## config.mk

```make
export PLATFORM = sky130hd
export DESIGN_NAME = ofm_frame
export DESIGN_NICKNAME = d
export VERILOG_FILES = /design/src/rtl/ofm_pkg.sv /design/src/rtl/ofm_frame.sv
export SDC_FILE = /design/constraint.sdc
export NUM_CORES = 1
export LEC_CHECK = 0
export ABC_AREA = 1
export CAP_MARGIN = 15
export CORE_ASPECT_RATIO = 1.75
export CORE_UTILIZATION = 35
export DETAILED_ROUTE_END_ITERATION = 10
export PLACE_DENSITY = 0.69
export SLEW_MARGIN = 20
export SYNTH_ARGS = -nofsm -noshare
export SYNTH_HDL_FRONTEND = slang
export SYNTH_SLANG_ARGS = --single-unit
```

## constraint.sdc

```tcl
create_clock -name tx_clk -period 3.5 [get_ports tx_clk]
set_clock_uncertainty 0.2 [all_clocks]
set_input_delay 0.525 -clock tx_clk [delete_from_list [all_inputs] [get_ports tx_clk]]
set_output_delay 0.525 -clock tx_clk [all_outputs]
set_load 0.005 [all_outputs]
```

## src/rtl/ofm_pkg.sv

```systemverilog
// Shared definitions for the mm2s-to-tx-FIFO framer: state encoding, control-word
// indices and FIFO word widths.
package ofm_pkg;

    typedef enum logic [1:0] {
        ST_IDLE = 2'd0,
        ST_CTRL = 2'd1,
        ST_DATA = 2'd2,
        ST_DROP = 2'd3
    } state_t;

    localparam logic [3:0] TXC_FLAG_DEFAULT = 4'hA;

    // Position of each checksum field within the txc control stream (word 0 carries the flag).
    localparam logic [2:0] WORD_CNTL = 3'd1;
    localparam logic [2:0] WORD_OFFS = 3'd2;
    localparam logic [2:0] WORD_INIT = 3'd3;
    localparam logic [2:0] WORD_SAT  = 3'd7;

    localparam int DATA_W      = 64;
    localparam int KEEP_W      = 8;
    localparam int DATA_FIFO_W = DATA_W + KEEP_W + 1;
    localparam int CSUM_W      = 16;
    localparam int INFO_W      = 2 + 3 * CSUM_W;

endpackage

```

## src/rtl/ofm_frame.sv

```systemverilog
// Splits an AXI-Ethernet mm2s transfer into a data FIFO stream and a per-frame checksum
// info word; frames with a bad control flag are dropped, oversize frames are truncated.
module ofm_frame
    import ofm_pkg::*;
#(
    parameter int unsigned C_MAX_BEATS = 1200,
    parameter logic [3:0]  C_TXC_FLAG  = TXC_FLAG_DEFAULT
) (
    input  logic                   tx_clk,
    input  logic                   tx_reset,
    input  logic [31:0]            txc_tdata,
    input  logic [3:0]             txc_tkeep,
    input  logic                   txc_tlast,
    input  logic                   txc_tvalid,
    output logic                   txc_tready,
    input  logic [DATA_W-1:0]      txd_tdata,
    input  logic [KEEP_W-1:0]      txd_tkeep,
    input  logic                   txd_tlast,
    input  logic                   txd_tvalid,
    output logic                   txd_tready,
    output logic [DATA_FIFO_W-1:0] data_fifo_wdata,
    output logic                   data_fifo_wren,
    input  logic                   data_fifo_afull,
    output logic [INFO_W-1:0]      info_fifo_wdata,
    output logic                   info_fifo_wren,
    input  logic                   info_fifo_afull,
    output logic [31:0]            frame_cnt,
    output logic [15:0]            drop_cnt,
    output logic [15:0]            trunc_cnt
);

    localparam int BEAT_W = ($clog2(C_MAX_BEATS + 1) > 11) ? $clog2(C_MAX_BEATS + 1) : 11;
    localparam logic [BEAT_W-1:0] LAST_BEAT = BEAT_W'(C_MAX_BEATS - 1);
    localparam logic [BEAT_W-1:0] BEAT_ONE  = BEAT_W'(1);

    state_t                   state_reg;
    state_t                   state_next;
    logic [3:0]               flag_reg;
    logic [2:0]               word_idx_reg;
    logic [1:0]               csum_cntl_reg;
    logic [CSUM_W-1:0]        csum_begin_reg;
    logic [CSUM_W-1:0]        csum_insert_reg;
    logic [CSUM_W-1:0]        csum_init_reg;
    logic [BEAT_W-1:0]        beat_cnt_reg;
    logic [DATA_FIFO_W-1:0]   data_wdata_reg;
    logic                     data_wren_reg;
    logic [INFO_W-1:0]        info_wdata_reg;
    logic                     info_wren_reg;
    logic [31:0]              frame_cnt_reg;
    logic [15:0]              drop_cnt_reg;
    logic [15:0]              trunc_cnt_reg;

    logic txc_fire;
    logic txd_fire;
    logic at_limit;
    logic unused_txc_tkeep;

    assign unused_txc_tkeep = ^txc_tkeep;

    assign txc_fire = txc_tvalid & txc_tready;
    assign txd_fire = txd_tvalid & txd_tready;
    // The beat being offered now is number C_MAX_BEATS.
    assign at_limit = (beat_cnt_reg == LAST_BEAT);

    always_ff @(posedge tx_clk) begin
        if (tx_reset) begin
            state_reg <= ST_IDLE;
        end else begin
            state_reg <= state_next;
        end
    end

    always_comb begin
        state_next = state_reg;
        txc_tready = 1'b0;
        txd_tready = 1'b0;
        case (state_reg)
            ST_IDLE: begin
                txc_tready = ~info_fifo_afull;
                if (txc_tvalid && !info_fifo_afull) begin
                    if (!txc_tlast) begin
                        state_next = ST_CTRL;
                    end else if (txc_tdata[31:28] == C_TXC_FLAG) begin
                        state_next = ST_DATA;
                    end else begin
                        state_next = ST_DROP;
                    end
                end
            end
            ST_CTRL: begin
                txc_tready = 1'b1;
                if (txc_tvalid && txc_tlast) begin
                    state_next = (flag_reg == C_TXC_FLAG) ? ST_DATA : ST_DROP;
                end
            end
            ST_DATA: begin
                txd_tready = ~data_fifo_afull;
                if (txd_tvalid && !data_fifo_afull) begin
                    if (txd_tlast) begin
                        state_next = ST_IDLE;
                    end else if (at_limit) begin
                        state_next = ST_DROP;
                    end
                end
            end
            ST_DROP: begin
                txd_tready = 1'b1;
                if (txd_tvalid && txd_tlast) begin
                    state_next = ST_IDLE;
                end
            end
            default: state_next = ST_IDLE;
        endcase
        // Nothing is accepted in the reset cycle so the abandoned frame cannot leak a beat.
        if (tx_reset) begin
            state_next = ST_IDLE;
            txc_tready = 1'b0;
            txd_tready = 1'b0;
        end
    end

    always_ff @(posedge tx_clk) begin
        if (tx_reset) begin
            flag_reg        <= '0;
            word_idx_reg    <= '0;
            csum_cntl_reg   <= '0;
            csum_begin_reg  <= '0;
            csum_insert_reg <= '0;
            csum_init_reg   <= '0;
            beat_cnt_reg    <= '0;
            data_wdata_reg  <= '0;
            data_wren_reg   <= 1'b0;
            info_wdata_reg  <= '0;
            info_wren_reg   <= 1'b0;
            frame_cnt_reg   <= '0;
            drop_cnt_reg    <= '0;
            trunc_cnt_reg   <= '0;
        end else begin
            data_wren_reg <= 1'b0;
            info_wren_reg <= 1'b0;
            case (state_reg)
                ST_IDLE: begin
                    if (txc_fire) begin
                        flag_reg        <= txc_tdata[31:28];
                        word_idx_reg    <= WORD_CNTL;
                        csum_cntl_reg   <= '0;
                        csum_begin_reg  <= '0;
                        csum_insert_reg <= '0;
                        csum_init_reg   <= '0;
                        beat_cnt_reg    <= '0;
                    end
                end
                ST_CTRL: begin
                    if (txc_fire) begin
                        case (word_idx_reg)
                            WORD_CNTL: csum_cntl_reg <= txc_tdata[1:0];
                            WORD_OFFS: begin
                                csum_begin_reg  <= txc_tdata[31:16];
                                csum_insert_reg <= txc_tdata[15:0];
                            end
                            WORD_INIT: csum_init_reg <= txc_tdata[15:0];
                            default: ;
                        endcase
                        if (word_idx_reg != WORD_SAT) begin
                            word_idx_reg <= word_idx_reg + 3'd1;
                        end
                    end
                end
                ST_DATA: begin
                    if (txd_fire) begin
                        data_wren_reg  <= 1'b1;
                        data_wdata_reg <= {txd_tlast | at_limit, txd_tkeep, txd_tdata};
                        beat_cnt_reg   <= beat_cnt_reg + BEAT_ONE;
                        if (txd_tlast || at_limit) begin
                            info_wren_reg  <= 1'b1;
                            info_wdata_reg <= {csum_cntl_reg, csum_begin_reg,
                                               csum_insert_reg, csum_init_reg};
                            frame_cnt_reg  <= frame_cnt_reg + 32'd1;
                            if (!txd_tlast) begin
                                trunc_cnt_reg <= trunc_cnt_reg + 16'd1;
                            end
                        end
                    end
                end
                ST_DROP: begin
                    // A truncated frame also drains here, but only a bad flag counts as a drop.
                    if (txd_fire && txd_tlast && flag_reg != C_TXC_FLAG) begin
                        drop_cnt_reg <= drop_cnt_reg + 16'd1;
                    end
                end
                default: ;
            endcase
        end
    end

    assign data_fifo_wdata = data_wdata_reg;
    assign data_fifo_wren  = data_wren_reg;
    assign info_fifo_wdata = info_wdata_reg;
    assign info_fifo_wren  = info_wren_reg;
    assign frame_cnt       = frame_cnt_reg;
    assign drop_cnt        = drop_cnt_reg;
    assign trunc_cnt       = trunc_cnt_reg;

endmodule
```

======== Word level (Yosys, flattened, before mapping) ========
Cells that the tools add are included.
cells by class
  magnitude comparators ................... 0
  shift operators ......................... 0
  reductions and logical operators ........ 25
  divide/modulo/power cells ............... 0
  add/subtract/negate cells ............... 5
  multiply operators ...................... 0
  muxes and demuxes ....................... 37
  bitwise operators ....................... 8
  equality and inequality tests ........... 23
operators with widths
  cell                     number
  $mux W16                 7
  $pmux W16 S2             3
  $add A16 B1 Y16 const B  2
  $add A32 B1 Y32 const B  1
  $mux W11                 2
  $pmux W11 S2             1
  $mux W2                  10
  $reduce_and A4 Y1        5
  $ne A2 B2 Y1 const B     8
  $add A11 B1 Y11 const B  1
  $eq A11 B11 Y1 const B   1
  $mux W3                  3
  $eq A4 B4 Y1 const B     2
  $pmux W2 S4              1
  $eq A3 B2 Y1 const B     2
  $logic_and A1 B1 Y1      6
  $mux W1                  6
  $ne A2 B1 Y1 const B     3
  $ne A3 B3 Y1 const B     2
  $pmux W3 S2              1
  $reduce_and A2 Y1        3
  $reduce_and A3 Y1        2
  $not A1 Y1               5
  $reduce_and A5 Y1        1
  15 further kinds         20
word-level totals
  memories kept ........................... 0
  logic and storage cells ................. 113
  bits of input ports ..................... 116
  bits in read-only memories .............. 0
  output and inout bits ................... 191
  register bits ........................... 259
  bits in writable memories ............... 0
  latch bits .............................. 0

======== Logic depth before layout (Yosys ltp) ========
Gate-level depths: netlist of run 1.
  depth after elaboration ................. 7
  mapped depth ............................ 11
  depth with buffers taken out ............ 10

======== Worst setup path after synthesis of run 1 ========
Ideal clock, no wire load.
  path kind ............................... reg-to-reg
  start ................................... reg beat_cnt_reg[0]
  end ..................................... reg frame_cnt_reg[22] (netlist: frame_cnt[22])
  path buffers ............................ 1
  setup time .............................. 113 ps
  data required time ...................... 3187 ps
  cell stages (with the launch flop) ...... 12
  arrival ................................. 1549 ps
  path slack .............................. 1638 ps
  clock period less this slack ............ 1862 ps
  cell sequence ........................... dfxtp_1 > ha_1 > nand3_1 > nor2_1 > nand2_1 > nand2_1 > nand2_2 > buf_2 > nor2_1 > nand2_1 > nand2_1 > nor2_1
between the ends
  cells in the longest elaborated chain, start to end .. 3
ends and longest elaborated chain
  item                                line              source
  start: declaration                  ofm_frame.sv:44   logic [BEAT_W-1:0] beat_cnt_reg;
  start signal: assignment            ofm_frame.sv:173  beat_cnt_reg <= beat_cnt_reg + BEAT_ONE;
  $eq A11 B11 Y1                      ofm_frame.sv:63   assign at_limit = (beat_cnt_reg == LAST_BEAT);
  $logic_or A1 B1 Y1                  ofm_frame.sv:174  if (txd_tlast || at_limit) begin
  $reduce_and A3 Y1 (no source line)  -
  end signal: assignment              ofm_frame.sv:178  frame_cnt_reg <= frame_cnt_reg + 32'd1;
  end: declaration                    ofm_frame.sv:49   logic [31:0] frame_cnt_reg;
Every way passes these cells.
A chain may end at the register's enable or synchronous reset.

======== Worst setup path after layout of run 1 ========
  start ................................... reg state_reg[0]
  end ..................................... out txd_tready
between the ends
  cells in the longest elaborated chain, start to end .. 3
  elaborated cells between the ends (all ways) .. 4
  classes of those cells .................. eq/ne: 2; mux: 2
ends and longest elaborated chain
  item                      line              source
  start: declaration        ofm_frame.sv:36   state_t state_reg;
  start signal: assignment  ofm_frame.sv:69   state_reg <= state_next;
  $eq A2 B2 Y1              ofm_frame.sv:77   case (state_reg)
  $pmux W1 S2 *             ofm_frame.sv:77
  $mux W1 *                 ofm_frame.sv:115  if (tx_reset) begin
  end: declaration          ofm_frame.sv:20   output logic txd_tready,
Mark *: on every way between the ends. The rest lies on a longest branch, timed or not.

==> out/metrics.sh, run 1 <==
POST_SYNTH_NUM_CELL_TYPES=33
POSTSYNTHCELLCOUNT=1553
GRT_ANTENNA_BEFORE_REPAIR=0
SYNTHXORXNORAREAFRAC_PCT=2.021
REGTOREGSETUPSLACK_NS=0.84
SYN_TO_FINAL_GROWTH_PCT=39.10
FINALSETUPVIOLCOUNT=0
DRT_FIRST_ITER_VIOLATIONS=501
WORST-PATH-MAX-FANOUT=7
HOLD_PATH_DEPTH=2
SYN_AREA_PER_CELL_UM2=6.975
TOTALNEGATIVESETUPSLACK_NS=0
WORSTSKEWPAIRLATENCY_NS=0.54
VIAS_PER_CELL=4.836
RUN_STATUS='completed'
GRT_FIRST_PASS_WIRELENGTH_UM=50820
RSZ0062_AT_GRT='no'
WORST_HOLD_STARTPOINT='csum_cntl_reg[0]'
IO_PINS=307
PORT-BUFFER-COUNT=302
DIODES=0
NUMCTSBUFFERS=25
VIA_COUNT=10760
HPWLAFTERDP_UM=22160
MAX_CAP_VIOL_COUNT=0
MAPPEDNETLISTAREA_UM2=10830
FINISH.CELL_COUNT_WITHOUT_FILLERS=2225
WORSTMARGINPINSLEW_NS=1.055
CORE_REGION_AREA_UM2=30270
POSTCTSHOLDBUFS=0
LAYOUT.CORE_UTILIZATION_PCT=49.78
LEADING_CELL_TYPE_IN_THE_LAYOUT_FILL_AND_TAPS_EXCLUDED='sky130_fd_sc_hd__nor2_1'
LAYOUT_CELL_SHARE_WITH_DRIVE_STRENGTH_BEYOND_1_PCT=3.700
CTS_RESIZED=0
POST-PLACE-WS_NS=0.7253
WORSTHOLDPATHTYPE='flop to flop'
ROUTABILITYCONGESTION=0.8928
COMBINATIONAL_FAMILY_WITH_THE_MOST_AREA_AFTER_SYNTHESIS='simple AND/OR/NAND/NOR gates'
YS_SEQ_ELEMENTS=259
PEAKVDDDROP_uV=460.4
NUMBER_OF_NETS_IN_THE_LAYOUT=1944
SYNTH_SIMPLE_GATE_AREA_SHARE_PCT=29.88
SYNTH_SEQ_AREA_SHARE_PCT=47.87
SYNTH_NET_COUNT=1678
CTS_TREE='built'
CTS-ROOT-BUF='sky130_fd_sc_hd__clkbuf_16'
LAYOUT.CELLS.MOST_COMMON_LIST='sky130_fd_sc_hd__nor2_1 (436), sky130_fd_sc_hd__clkdlybuf4s50_1 (301), sky130_fd_sc_hd__nand2_1 (279)'
CRIT-REG2REG-LAUNCH='state_reg[0]'
POST_CTS.REPAIR.SETUP_BUFFERS=0
HOLD-PATH-ENDPOINT='csum_cntl_reg[0]'
SYNTHESIS_WARNINGS=0
SETUP_WS_NS=0.7920
GLOBALROUTETOTALUTIL_PCT=19.70
CRITICAL_PATH_ARRIVAL_NS=1.98
DRT-WIRELENGTH-PER-CELL_UM=14.19
POWER.DENSITY_CELL_AREA_nW_PER_UM2=456.6
DRT-TOTAL-WL_UM=31580
SYNTH_FF_TYPE='sky130_fd_sc_hd__dfxtp_1'
HOLD_WS_NS=0.2486
SETUP.WORST_PATH.END_CLASS='output pin'
FIRST_GLOBAL_VIAS=10400
SYNTH_EDF_COUNT=0
MAXIMUM_NUMBER_OF_PINS_ON_ONE_NET_BEFORE_GLOBAL_ROUTE_REPAIR=91
CP-START-KIND='flop'
CTS.CLK_SLEW.WORST_PATHS_NS=0.07
TIMING.MAX_SLEW.REL_SLACK_PCT=29.23
CRITICAL_PATH_CLASS='flop to output pin'
TIMING.FINAL.CRIT_PERIOD_NS=2.708
START_UTIL_PCT=35.78
FIRSTDRTPASSITERS=5
COMPOUND_CELL_AREA_SHARE_OF_THE_YOSYS_NETLIST_PCT=13.08
GR-TOTAL-OVERFLOW=0
MIN_PERIOD_OVER_PERIOD_PCT=77.37
CTS_SINKS=259
DIE_X_UM=135.0
NUMBER_OF_ROWS_IN_THE_CORE_AREA=84
DESIGN.DIE.AREA_UM2=31680
SYNTH_ADDER_AREA_SHARE_PCT=1.040
DIEHEIGHT_UM=234.7
WORST-ENDPOINT-REQUIRED_NS=2.77
POST-PLACE-CELLS=2179
STATIC-LEAKAGE-POWER_nW=5.480
YOSYS-MUX-AREA-FRACTION_PCT=0
TIMING.FINAL.MAX_SLEW_VIOLATIONS=0
FINAL_HOLD_VIOL_COUNT=0
CLOCK_TREE.BUFFER_DEPTH=3
LARGEST_REGISTER_FF_COUNT=73
DRT_DRC_VIOLATIONS_LEFT=0
CTS_MAX_LEVEL=1
SHARE_OF_ASYNC_SETTABLE_OR_ASYNC_RESETTABLE_FLOPS_AFTER_SYNTHESIS_PCT=0
REG2REGPATHDEPTH=7
R2R-END='csum_begin_reg[0]'
ACHIEVABLE-FREQUENCY_MHz=369.3
ANTENNA_VIOLATING_NETS_POST_ROUTE=0
==> cells in the mapped netlist, drive strengths merged, types with 2 or more instances <==
library cell / count / area share (%)
nor2: 441 / 15
nand2: 280 / 9.7
dfxtp: 259 / 48
o21ai: 180 / 8.3
a21oi: 98 / 4.6
inv: 88 / 3.0
nand3: 60 / 2.9
clkbuf: 51 / 1.8
buf: 24 / 1.3
xor2: 18 / 1.5
nand4: 16 / 0.92
nor3: 11 / 0.51
ha: 9 / 1.0
xnor2: 7 / 0.57
nor3b: 2 / 0.14
or2: 2 / 0.12
==> final cells by class <==
type	count	area [um^2]
Fill cell	2993	15200
Sequential cell	259	5185
Multi-Input combinational cell	1130	5000
Timing Repair Buffer	314	3158
Clock buffer	34	689.4
Tap cell	387	484.2
Inverter	89	336.6
Clock inverter	12	214.0
==> report_power, final <==
| part | internal, mW | leakage, nW | switching (mW) | total (mW) |
|---|---|---|---|---|
| clock network | 1.82 | 0.446 | 1.16 | 2.99 |
| logic | 0.317 | 2.94 | 0.454 | 0.771 |
| registers | 3.06 | 2.09 | 0.0659 | 3.12 |
==> through the flow <==
step,power [mW],instance area [um^2]
floorplan,3.615,10830
global placement,3.944,14160
detailed placement,3.958,14160
CTS,6.962,15070
global route,7.172,15070
finish,6.879,15070
==> routing by layer <==
| layer | global-route usage [%] | share of wire, % | wire length (um) | up-vias |
|---|---|---|---|---|
| li1 | - | - | - | 5484 |
| met3 | 4.358 | 6.5 | 2067 | 59 |
| met1 | 20.38 | 37 | 11780 | 4907 |
| met2 | 37.57 | 53 | 16840 | 309 |
| met4 | 7.457 | 2.8 | 891 | 0 |
| met5 | 0 | 0 | 0 | - |
==> logic make-up (layout without fill, tap and decap cells) <==
family,after synthesis,count (layout)
and+or+nand+nor,815,815
xor gates and xnor gates,25,25
AOI/OAI and AO/OA,281,281
adders and majority gates,9,9
buffers and inverters,164,449
DFF,259,259
==> worst max-delay path: stages, from the launching register on <==
cell	delay, ns
sky130_fd_sc_hd__dfxtp_1	0.49
sky130_fd_sc_hd__inv_2	0.14
sky130_fd_sc_hd__nand2_1	0.13
sky130_fd_sc_hd__and2_1	0.15
sky130_fd_sc_hd__clkdlybuf4s50_1	0.53
==> worst max-delay path by stage <==
stage,depth (start not counted),start,to
floorplan,11,beat_cnt_reg[0],frame_cnt[22]
global placement,7,info_fifo_afull,csum_begin_reg[14]
detailed placement,7,info_fifo_afull,csum_begin_reg[0]
CTS,5,state_reg[0],txc_tready
global route,7,state_reg[0],csum_insert_reg[3]
finish,4,state_reg[0],txd_tready
(Power assumes the default switching activity.)
==> inputs of run 2 (changes only) <==
PLACE_DENSITY = 0.71   (was 0.69)
clock period = 2.4 ns   (was 3.5 ns; I/O delays follow)
==> out/metrics.sh, run 2 (same netlist as run 1, synthesis figures left out) <==
CTS.CLK_SLEW.WORST_PATHS_NS=0.06  # about the same
STATIC-LEAKAGE-POWER_nW=5.662  # +3.3%
LEADING_CELL_TYPE_IN_THE_LAYOUT_FILL_AND_TAPS_EXCLUDED='sky130_fd_sc_hd__nor2_1'
FIRSTDRTPASSITERS=6  # +1
GRT_FIRST_PASS_WIRELENGTH_UM=51940  # +2.2%
MIN_PERIOD_OVER_PERIOD_PCT=89.98
NUMBER_OF_ROWS_IN_THE_CORE_AREA=84  # unchanged
CTS_SINKS=259  # unchanged
GRT_ANTENNA_BEFORE_REPAIR=2  # +2
CRITICAL_PATH.CELL_CHAIN='clkdlybuf4s50_1'
TIMING.FINAL.MAX_SLEW_VIOLATIONS=0  # unchanged
MAXIMUM_NUMBER_OF_PINS_ON_ONE_NET_BEFORE_GLOBAL_ROUTE_REPAIR=78  # -14%
CTS_TREE='built'
ROUTABILITYCONGESTION=0.9135  # +2.3%
CTS_MAX_LEVEL=1  # unchanged
WORSTSKEWPAIRLATENCY_NS=0.53  # about the same
WORSTHOLDPATHTYPE='input pin to flop'
GLOBALROUTETOTALUTIL_PCT=20.18  # +0.48 points
CLOCK_TREE.BUFFER_DEPTH=3  # unchanged
HOLD_WS_NS=0.1349  # -0.1137 ns
CRITICAL_PATH_CLASS='flop to output pin'
WORST-ENDPOINT-REQUIRED_NS=1.84  # -0.93 ns
IO_PINS=307  # unchanged
WORST_PATH_LARGEST_CELL_DELAY_NS=0.61  # +0.08 ns
CP.BUFFERS_INVERTERS=1  # -1
CRIT-REG2REG-LAUNCH='state_reg[0]'
DIEHEIGHT_UM=234.7  # unchanged
POST-PLACE-WS_NS=0.1054  # -0.6199 ns
DRT_DRC_VIOLATIONS_LEFT=0  # unchanged
DRT-TOTAL-WL_UM=32530  # +3.0%
WORSTSETUPSTARTPOINT='frame_cnt[26]'
LAYOUT_CELL_SHARE_WITH_DRIVE_STRENGTH_BEYOND_1_PCT=5.164  # +1.5 points
MAX_CAP_VIOL_COUNT=0  # unchanged
FINAL_HOLD_VIOL_COUNT=0  # unchanged
FINALSETUPVIOLCOUNT=0  # unchanged
DESIGN.DIE.AREA_UM2=31680  # unchanged
PORT-BUFFER-COUNT=302  # unchanged
ACHIEVABLE-FREQUENCY_MHz=463.1
TOTALNEGATIVESETUPSLACK_NS=0  # unchanged
VIAS_PER_CELL=4.873  # +0.78%
POSTCTSHOLDBUFS=0  # unchanged
P_TOTAL_mW=10.36  # +51%
CRIT_PATH_TOP_DELAY_CELL='sky130_fd_sc_hd__clkdlybuf4s50_1'
VIA_COUNT=10960  # +1.8%
LAYOUT.CELLS.MOST_COMMON_LIST='sky130_fd_sc_hd__nor2_1 (435), sky130_fd_sc_hd__clkdlybuf4s50_1 (299), sky130_fd_sc_hd__nand2_1 (279)'
SYN_TO_FINAL_GROWTH_PCT=42.13
CTS-ROOT-BUF='sky130_fd_sc_hd__clkbuf_16'
DIE_X_UM=135.0  # unchanged
START_UTIL_PCT=35.78  # unchanged
DRT-WIRELENGTH-PER-CELL_UM=14.47  # +2.0%
LAYOUT.CORE_UTILIZATION_PCT=50.86  # +1.1 points
TIMING.FINAL.CRIT_PERIOD_NS=2.160
CP-START-KIND='flop'
LARGEST_REGISTER_FF_COUNT=73  # unchanged
FIRST_GLOBAL_VIAS=10420  # +0.16%
RSZ0062_AT_GRT='no'
CRITICAL_PATH_ARRIVAL_NS=1.60  # -0.38 ns
SETUP_WS_NS=0.2404  # -0.5516 ns
WORST_HOLD_STARTPOINT='tx_reset'
DRT_FIRST_ITER_VIOLATIONS=575  # +15%
HPWLAFTERDP_UM=23160  # +4.5%
RUN_STATUS='completed'
TIMING.MAX_SLEW.REL_SLACK_PCT=60.74  # +32 points
CRITICAL-PATH-TOP-DELAY-FAMILY='buffers and inverters'
POWER.DENSITY_CELL_AREA_nW_PER_UM2=673.0  # +47%
NUMBER_OF_NETS_IN_THE_LAYOUT=1964  # +1.0%
NUMCTSBUFFERS=26  # +4.0%
SETUP.WORST_PATH.END_CLASS='output pin'
WORST-PATH-MAX-FANOUT=7  # unchanged
PEAKVDDDROP_uV=596.9  # +30%
WORSTMARGINPINSLEW_NS=0.5853  # -0.4697 ns
ANTENNA_VIOLATING_NETS_POST_ROUTE=0  # unchanged
CORE_REGION_AREA_UM2=30270  # unchanged
GR-TOTAL-OVERFLOW=0  # unchanged
-- run 2: where the power goes --
| part | leakage (nW) | total, mW | switching (mW) | internal (mW) |
|---|---|---|---|---|
| Combinational | 3.08 | 1.19 | 0.689 | 0.498 |
| Sequential | 2.09 | 4.56 | 0.0955 | 4.46 |
| Clock | 0.487 | 4.62 | 1.73 | 2.88 |
-- run 2: path summary, 6_finish.rpt --
path                      endpoint  slack, ns  cells past startpoint
setup reg to reg  csum_cntl_reg[0]       0.28                      6
hold / removal        state_reg[0]       0.13                      4
setup / recovery     frame_cnt[26]       0.24                      1
hold reg to reg   csum_cntl_reg[0]       0.25                      2
-- run 2: final cells by class --
type	instances	area (um^2)
fillers	2940	14870
multi-input cells	1130	5002
well taps	387	484.2
flip-flops and latches	259	5190
clock inverters	13	221.5
clock buffers	35	765.7
inverters	89	336.6
repair buffers	333	3390
diodes	2	5.005
-- run 2: routing by layer --
layer	wire length, um	GRT usage, %	part of all wire (%)
met2	16750	36.50	51
met3	1816	3.754	5.6
met4	1561	11.41	4.8
met5	0	0	0
met1	12410	21.53	38
-- run 2: what timing repair did --
action / in CTS / in global routing
endpoints found under the setup margin: 2 / 1
setup buffers: 0 / 0
gates cloned: 0 / 0
gates resized for setup: 5 / 1
-- run 2: stage by stage --
step | instances | cell area [um^2]
3_3_place_gp | 2198 | 14390
5_1_grt | 2248 | 15390
3_5_place_dp | 2198 | 14390
4_1_cts | 2246 | 15390
6_report | 2248 | 15390
2_1_floorplan | 1553 | 10830
==> inputs of run 3 (changes only) <==
PLACE_DENSITY = default   (was 0.71)
PLACE_DENSITY_LB_ADDON = 0.08   (was default)
==> out/metrics.sh, run 3 (same netlist as run 1, synthesis figures left out) <==
STATIC-LEAKAGE-POWER_nW=5.586  # -1.3%
WORSTHOLDPATHTYPE='input pin to flop'
GRT.MET1_USAGE_PCT=22.41  # +0.88 points
CRITICAL_PATH_ARRIVAL_NS=2.40  # +0.80 ns
VIA_COUNT=10570  # -3.6%
P_TOTAL_mW=9.688  # -6.5%
FIRST_GLOBAL_VIAS=10070  # -3.3%
WORST-PATH-MAX-FANOUT=17  # +10
CTS_SINKS=259  # unchanged
SWSHARE_PCT=25.76  # +1.5 points
TOTALNEGATIVESETUPSLACK_NS=0  # unchanged
GLOBAL_ROUTE.PEAK_USAGE_LAYER='met2'
PEAKVDDDROP_uV=569.2  # -4.6%
GLOBALROUTETOTALUTIL_PCT=20.20  # +0.026 points
TIMING.FINAL.CRIT_PERIOD_NS=2.170  # +0.01053 ns
HOLD_WS_NS=0.2059  # +0.07100 ns
CP.BUFFERS_INVERTERS=1  # unchanged
DRT-TOTAL-WL_UM=32310  # -0.69%
GR-TOTAL-OVERFLOW=0  # unchanged
GRT_FIRST_PASS_WIRELENGTH_UM=51830  # -0.20%
SETUP_WS_NS=0.2299  # -0.01053 ns
USE_MET2_PCT=37.14  # +0.64 points
FINISH.CELL_COUNT_WITHOUT_FILLERS=2247  # -0.044%
NUMCTSBUFFERS=26  # unchanged
DIODES=0  # -2
DESIGN.DIE.AREA_UM2=31680  # unchanged
POST-PLACE-CELLS=2201  # +0.14%
FINALSETUPVIOLCOUNT=0  # unchanged
GROUTE.LAYER.MET3.USAGE_PCT=4.272  # +0.52 points
WORSTSKEWPAIRLATENCY_NS=0.54  # about the same
DIE_X_UM=135.0  # unchanged
DIEHEIGHT_UM=234.7  # unchanged
WORSTMARGINPINSLEW_NS=0.5379  # -0.04739 ns
TIMING.FINAL.MAX_SLEW_VIOLATIONS=0  # unchanged
DRT_FIRST_ITER_VIOLATIONS=532  # -7.5%
CTS_TREE='built'
SEQUENTIALPOWERSHARE_PCT=47.1  # +3.1 points
WORST_PATH_LARGEST_CELL_DELAY_NS=0.37  # -0.24 ns
CRITICAL_PATH.CELL_CHAIN='ha_1 -> nand3_1 -> nor2_1 -> nand2_1 -> nand2_1 -> nand2_2 -> buf_4 -> o21ai_0 -> nor2_1'
CRITICAL_PATH_CLASS='flop to flop'
INTERNAL-POWER_mW=7.192  # -8.3%
DRT_DRC_VIOLATIONS_LEFT=0  # unchanged
CRITICAL-PATH-TOP-DELAY-FAMILY='simple AND/OR/NAND/NOR gates'
LAYOUT_CELL_SHARE_WITH_DRIVE_STRENGTH_BEYOND_1_PCT=4.892  # -0.27 points
FIN_AREA_UM2=15220  # -1.1%
CLOCK_TREE.BUFFER_DEPTH=3  # unchanged
LAYOUT.CORE_UTILIZATION_PCT=50.29  # -0.57 points
LARGEST_REGISTER_FF_COUNT=73  # unchanged
GRT_ANTENNA_BEFORE_REPAIR=0  # -2
NUMBER_OF_ROWS_IN_THE_CORE_AREA=84  # unchanged
CTS_MAX_LEVEL=1  # unchanged
CLOCK_POWER_SHARE_PCT=40.8  # -3.7 points
DRT-WIRELENGTH-PER-CELL_UM=14.38  # -0.65%
MAXIMUM_NUMBER_OF_PINS_ON_ONE_NET_BEFORE_GLOBAL_ROUTE_REPAIR=78  # unchanged
ROUTABILITYCONGESTION=0.8509  # -6.9%
START_UTIL_PCT=35.78  # unchanged
LAYOUT.CELLS.MOST_COMMON_LIST='sky130_fd_sc_hd__nor2_1 (435), sky130_fd_sc_hd__clkdlybuf4s50_1 (299), sky130_fd_sc_hd__nand2_1 (279)'
NETSWITCHINGPOWER_mW=2.496  # -0.87%
FINAL_HOLD_VIOL_COUNT=0  # unchanged
NUMBER_OF_NETS_IN_THE_LAYOUT=1967  # +0.15%
CORE_REGION_AREA_UM2=30270  # unchanged
TIMING.MAX_SLEW.REL_SLACK_PCT=63.92  # +3.2 points
SETUP.WORST_PATH.END_CLASS='flop'
CTS.CLK_SLEW.WORST_PATHS_NS=0.06  # about the same
POST_PLACEMENT_CELL_AREA_UM2=14390  # about the same
ANTENNA_VIOLATING_NETS_POST_ROUTE=0  # unchanged
RSZ0062_AT_GRT='no'
SYN_TO_FINAL_GROWTH_PCT=40.55
MIN_PERIOD_OVER_PERIOD_PCT=90.42  # +0.44 points
COMB_POWER_SHARE_PCT=12.1  # +0.6 points
CP-START-KIND='flop'
RUN_STATUS='completed'
FIRSTDRTPASSITERS=4  # -2
POST-PLACE-WS_NS=0.0009941  # -0.1044 ns
WORST-ENDPOINT-REQUIRED_NS=2.63  # +0.79 ns
LEADING_CELL_TYPE_IN_THE_LAYOUT_FILL_AND_TAPS_EXCLUDED='sky130_fd_sc_hd__nor2_1'
HPWLAFTERDP_UM=23010  # -0.65%
IO_PINS=307  # unchanged
POSTCTSHOLDBUFS=0  # unchanged
PORT-BUFFER-COUNT=302  # unchanged
ACHIEVABLE-FREQUENCY_MHz=460.8  # -0.49%
VIAS_PER_CELL=4.702  # -3.5%
MAX_CAP_VIOL_COUNT=0  # unchanged
POWER.DENSITY_CELL_AREA_nW_PER_UM2=636.4  # -5.4%
CRIT_PATH_TOP_DELAY_CELL='sky130_fd_sc_hd__dfxtp_1'
CTS-ROOT-BUF='sky130_fd_sc_hd__clkbuf_16'
[run 3: cell count changes in the layout (fill, tap and decap cells not counted), moves of 2 or more]
cell,previous run,this run
sky130_fd_sc_hd__buf_12,11,9
sky130_fd_sc_hd__buf_4,20,25
sky130_fd_sc_hd__bufinv_16,6,1
sky130_fd_sc_hd__clkbuf_1,2,8
sky130_fd_sc_hd__clkbuf_8,6,4
sky130_fd_sc_hd__diode_2,2,0
[run 3: layout make-up]
class                      instances  area [um^2]
tap                              387        484.2
clock buffer                      38        735.7
multi-input combinational       1130         5007
inverter                          89        336.6
timing repair buffer             336         3391
clock inverter                     8        78.83
fill                            3104        15050
sequential                       259         5190
[run 3: repair_timing]
item / CTS / global route
gates resized for setup: 4 / 3
setup buffers: 0 / 0
setup endpoints to repair: 2 / 2
[run 3: power groups by stage]
stage	Sequential, mW	Combinational, mW	Clock (mW)
global route	4.58	1.32	4.26
floorplan	4.63	0.643	0
finish	4.56	1.18	3.95
CTS	4.56	1.19	4.10
detailed placement	4.65	1.18	0
global placement	4.64	1.17	0
[run 3: worst reg2reg max path, stage by stage, from the launching register on]
cell and delay, ns:
sky130_fd_sc_hd__dfxtp_1 0.37, sky130_fd_sc_hd__ha_1 0.20, sky130_fd_sc_hd__nand3_1 0.14, sky130_fd_sc_hd__nor2_1 0.12, sky130_fd_sc_hd__nand2_1 0.12, sky130_fd_sc_hd__nand2_1 0.12
sky130_fd_sc_hd__nand2_2 0.25, sky130_fd_sc_hd__buf_4 0.30, sky130_fd_sc_hd__o21ai_0 0.19, sky130_fd_sc_hd__nor2_1 0.06
[run 3: worst paths after layout]
kind | endpoint | startpoint | cells after the start | slack, ns
hold reg to reg | csum_cntl_reg[1] | csum_cntl_reg[1] | 2 | 0.25
hold / removal | csum_begin_reg[2] | txc_tdata[18] | 3 | 0.21
setup / recovery | info_fifo_wdata[3] | beat_cnt_reg[0] | 9 | 0.23
setup reg to reg | info_fifo_wdata[3] | beat_cnt_reg[0] | 9 | 0.23
[run 3: per-layer routing]
metal	part of all wire, %	vias up
li1	-	5524
met1	40	4734
met2	51	262
met3	6.1	45
met4	2.8	0
met5	0	-
